File: config.mk
export PLATFORM = sky130hd
export DESIGN_NAME = serial_subtractor
export DESIGN_NICKNAME = d
export VERILOG_FILES = /design/src/rtl/serial_subtractor.sv
export SDC_FILE = /design/constraint.sdc
export NUM_CORES = 1
export LEC_CHECK = 0
export BUFFER_PORTS_ARGS = -buffer_cell sky130_fd_sc_hd__buf_2
export CAP_MARGIN = 20
export CORE_ASPECT_RATIO = 0.9
export CORE_MARGIN = 5
export CORE_UTILIZATION = 59
export DETAILED_ROUTE_END_ITERATION = 16
export GPL_TIMING_DRIVEN = 0
export HOLD_SLACK_MARGIN = 0.03
export PLACE_DENSITY_LB_ADDON = 0.3
export SYNTH_ARGS = -nofsm -noshare
export SYNTH_HDL_FRONTEND = slang
export SYNTH_SLANG_ARGS = --single-unit
File: constraint.sdc
create_clock -name clk -period 3.1 [get_ports clk]
set_input_delay 0.31 -clock clk [delete_from_list [all_inputs] [get_ports clk]]
set_output_delay 0.31 -clock clk [all_outputs]
set_load 0.01 [all_outputs]
File: src/rtl/serial_subtractor.sv
// rtl/serial_subtractor.sv - bit-serial N-bit subtractor, LSB first, start/busy/done handshake
//
// Computes d = (a - b - bin) mod 2^WIDTH one bit per clock using a single
// full-subtractor cell and a registered borrow.
//
// Ports:
//   clk    rising-edge clock
//   rst    synchronous active-high reset
//   start  operation request, sampled only in IDLE
//   a, b   minuend / subtrahend, captured on the accepted start edge
//   bin    borrow-in, captured on the accepted start edge
//   busy   high while bits are being processed (RUN)
//   done   one-cycle pulse when d, v and ovf are freshly updated
//   d      difference
//   v      final borrow (unsigned a < b + bin)
//   ovf    two's-complement overflow of the subtraction

module serial_subtractor #(
  parameter int WIDTH = 8
) (
  input  logic             clk,
  input  logic             rst,
  input  logic             start,
  input  logic [WIDTH-1:0] a,
  input  logic [WIDTH-1:0] b,
  input  logic             bin,
  output logic             busy,
  output logic             done,
  output logic [WIDTH-1:0] d,
  output logic             v,
  output logic             ovf
);

  localparam int CW = $clog2(WIDTH + 1);
  localparam logic [CW-1:0] LAST = CW'(WIDTH - 1);

  typedef enum logic [1:0] {
    IDLE = 2'd0,
    RUN  = 2'd1,
    DONE = 2'd2
  } state_t;

  state_t           state;
  logic [WIDTH-1:0] sa;
  logic [WIDTH-1:0] sb;
  logic [WIDTH-1:0] sr;
  logic             br;
  logic [CW-1:0]    cnt;
  logic             a_msb;
  logic             b_msb;

  // Full-subtractor cell on the current LSBs.
  logic             diff_bit;
  logic             borrow_next;
  logic [WIDTH-1:0] sr_next;

  always_comb begin
    diff_bit    = sa[0] ^ sb[0] ^ br;
    borrow_next = (~sa[0] & sb[0]) | (~(sa[0] ^ sb[0]) & br);
    sr_next     = {diff_bit, sr[WIDTH-1:1]};
  end

  always_ff @(posedge clk) begin
    if (rst) begin
      state <= IDLE;
      sa    <= '0;
      sb    <= '0;
      sr    <= '0;
      br    <= 1'b0;
      cnt   <= '0;
      a_msb <= 1'b0;
      b_msb <= 1'b0;
      busy  <= 1'b0;
      done  <= 1'b0;
      d     <= '0;
      v     <= 1'b0;
      ovf   <= 1'b0;
    end else begin
      case (state)
        IDLE: begin
          done <= 1'b0;
          if (start) begin
            sa    <= a;
            sb    <= b;
            br    <= bin;
            cnt   <= '0;
            a_msb <= a[WIDTH-1];
            b_msb <= b[WIDTH-1];
            busy  <= 1'b1;
            state <= RUN;
          end
        end

        RUN: begin
          sa  <= sa >> 1;
          sb  <= sb >> 1;
          sr  <= sr_next;
          br  <= borrow_next;
          cnt <= cnt + 1'b1;
          if (cnt == LAST) begin
            // sr_next already holds the MSB processed on this edge.
            d     <= sr_next;
            v     <= borrow_next;
            ovf   <= (a_msb != b_msb) && (sr_next[WIDTH-1] != a_msb);
            busy  <= 1'b0;
            done  <= 1'b1;
            state <= DONE;
          end
        end

        DONE: begin
          done  <= 1'b0;
          state <= IDLE;
        end

        default: begin
          busy  <= 1'b0;
          done  <= 1'b0;
          state <= IDLE;
        end
      endcase
    end
  end

endmodule

==> summary.txt <==
Timing
  • Slew Limit Fails: 0
  • Unrepaired setup endpoints after global routing: no
  • Max Clock Freq: 0.6567 GHz
  • Final setup TNS: 0 ns
  • Final setup vio count: 0
  • Setup Skew: 0.003027 ns
  • Final period util: 0.4912
  • Slew @ Worst Pin: 0.6487 ns
  • Worst hold slack: 0.2453 ns
  • Final hold vios: 0
  • Rel. slew slack: 0.5675
  • Post-layout minimum cycle time: 1.523 ns

Flow run
  • Max_cap viols: 0

Synth
  • Multiplexer share of the synthesized area: 0.01001
  • Syn Inst Count: 221
  • Net Count, Synth: 243
  • Most frequent cell after synthesis: dfxtp_1
  • Post-synth top area share: 0.4403
  • Area leader, netlist: dfxtp_1
  • Adder-Cell Fraction of Synth Area: 0.01626
  • Register area share after synthesis: 0.4403
  • Leading post-synthesis cells by cell area: dfxtp_1 (44%), a21oi_1 (6.8%), nand2_1 (5.8%), a211oi_2 (5.0%), a21oi_2 (3.9%)
  • Ys async rst share: 0
  • Number of library cell types mapped by synthesis: 41
  • Yosys Warn Count: 0
  • Post-Synth Simple-Gate Area: 0.1832
  • Post-synth design cell area: 0.002001 mm^2
  • Synth Area in XOR/XNOR: 0
  • Synth top cells by count: dfxtp_1 (44), nand2_1 (31), a21oi_1 (27), nor2_1 (20), nand3_1 (10)
  • Synth Register Bits: 44
  • Top_reg_cell synth: dfxtp_1
  • Syn Area/Cell: 9.053 um^2
  • Largest family of logic cells by synthesized area: compound AO/OA/AOI/OAI gates
  • Compound-Gate Fraction of Synth Area: 0.2664
  • Post-synth EDFFs: 0

Global route
  • Largest net degree at the start of global routing: 13
  • Total grt overflow: 0
  • First-pass GRT wire length: 7728 um
  • Total track usage: 0.2122
  • Vias in the first global route: 1657
  • Initial antenna violation count: 0

Clock network
  • Worst-Skew Late Latency: 0.30 ns
  • Post-CTS Hold Fix Bufs: 0
  • Postcts setup bufs: 0
  • Inserted Clock Buffers: 5
  • H-tree levels: 2
  • # resized after CTS: 0
  • CTS tree: built
  • Clk slew on worst S/H paths: 0.08 ns
  • Bufs on Longest Clock Path: 2
  • CTS Root Cell: clkbuf_8
  • Clk sinks: 44

Routing
  • Vias: 1695
  • Initial DRC count: 134
  • Detailed-route wire length per cell: 14.63 um
  • Drt first pass iters: 4
  • Antenna Nets Post-Route: 0
  • Final WL: 4418 um
  • Drt drc: 0
  • Routed vias/inst: 5.613

Critical path
  • Arrival time of the worst setup path: 1.74 ns
  • Critical path required time: 3.31 ns
  • Buf/Inv on CP: 0
  • Stages on the worst setup path: 4
  • CP Capture Type: register
  • Crit path launch type: register
  • Top Family by Delay on Critical Path: adder cells
  • Setup CP Type: register to register
  • Worst r2r path cells: 4
  • CP cell instances: fa_1 -> nor2b_1 -> a21oi_1 -> a211oi_1
  • Crit-path slowest cell: fa_1
  • Biggest cell delay along the critical path: 0.62 ns
  • Crit Path Max Fanout: 4

Floorplanning
  • Rows: 20
  • Die height: 65.25 um
  • Core footprint: 0.003328 mm^2
  • Io pins: 32
  • Initial Util: 0.6011
  • Die area: 0.004657 mm^2
  • Die Wd: 71.38 um

Worst hold path
  • WHS Path Cells: 3
  • Hold Crit Class: input port to register

Status
  • Status: finished clean

Power
  • Worst vdd ir: 0.0003597 V
  • Total chip power: 1.159 mW
  • PwrDens: 503.6 mW/mm^2
  • Leakage: 0.9228 nW

Finish
  • Layout cells sized above 1: 0.2946
  • # nets final: 280
  • Fin cells: 302
  • N_diodes: 0
  • Area Growth Syn to Fin: 15.07%

Place
  • Placed cells: 295
  • Detailed placer's ending HPWL: 3076 um
  • Gpl congestion: 0.7652
  • Buffers on Ports: 30
## logic make-up after synthesis
group / count (synthesis)
simple gates: 78
compound gates: 72
flops: 44
buf+inv: 23
mux: 2
fa+ha+maj: 2
## path summary, 6_finish.rpt
path | from | to | slack (ns)
worst min-delay path | b[2] | sb[2]$_SDFFE_PP0P_ | 0.25
worst min register to register | sr[1]$_SDFFE_PP0P_ | sr[1]$_SDFFE_PP0P_ | 0.46
worst max-delay path | sa[0]$_SDFFE_PP0P_ | ovf$_SDFFE_PP0P_ | 1.58
worst max register to register | sa[0]$_SDFFE_PP0P_ | ovf$_SDFFE_PP0P_ | 1.58
## final cells by class
class / count / area [um^2]
Buffer: 20 / 156.4
Inverter: 3 / 11.26
Timing Repair Buffer: 30 / 150.1
Tap cell: 44 / 55.05
Sequential cell: 44 / 880.8
Fill cell: 275 / 1026
Clock buffer: 7 / 96.34
Multi-Input combinational cell: 154 / 952.2
## power by group
part,leakage [nW],internal [mW],switching [mW]
clock,0.0503,0.199,0.189
combinational,0.513,0.0720,0.0913
sequential,0.360,0.591,0.0174
total,0.923,0.861,0.298
## worst register-to-register path, delay by kind of cell, from the launching register on
family / cells / cell delay [ns]
DFF: 1 / 0.35
and+or+nand+nor: 1 / 0.15
adders and majority gates: 1 / 0.62
AOI/OAI and AO/OA: 2 / 0.31
## state kept, by name, indices dropped and copies added (netlist names), 2 cells and up
name	flops
state	2
sb	8
sa	8
cnt	4
d	8
sr	7
## per-layer routing
metal / track usage / wire [um] / up-vias
met5: 0 / 0 / -
met4: 0.07746 / 62 / 0
met3: 0.05352 / 249 / 4
met2: 0.3326 / 2051 / 39
met1: 0.2822 / 2054 / 811
li1: - / - / 841
## per-stage QoR
step / worst slack, ns / cell area, um^2 / utilization
finish: 1.577 / 2302 / 0.6917
global route: 1.451 / 2302 / 0.6917
CTS: 1.560 / 2302 / 0.6917
detailed placement: 1.590 / 2206 / 0.6628
global placement: 1.646 / 2206 / 0.6628
floorplan: 1.735 / 2001 / -
## cell usage in the layout (no fill, tap or decap), types with 2 or more instances in the layout
master    instances
dfxtp_1          44
nor2b_1           4
a21oi_1          27
a211oi_1          8
buf_1             3
clkbuf_8          7
mux2i_1           2
inv_1             3
nand3_1          10
nor2_1           20
clkbuf_1          2
a211oi_2          8
o22ai_1           2
nand2_1          31
nor3_1            3
o21ai_0           8
buf_6             6
buf_4             4
nand3b_1          2
buf_2            33
nor3b_1           2
a21oi_2           9
(Power assumes the default switching activity.)
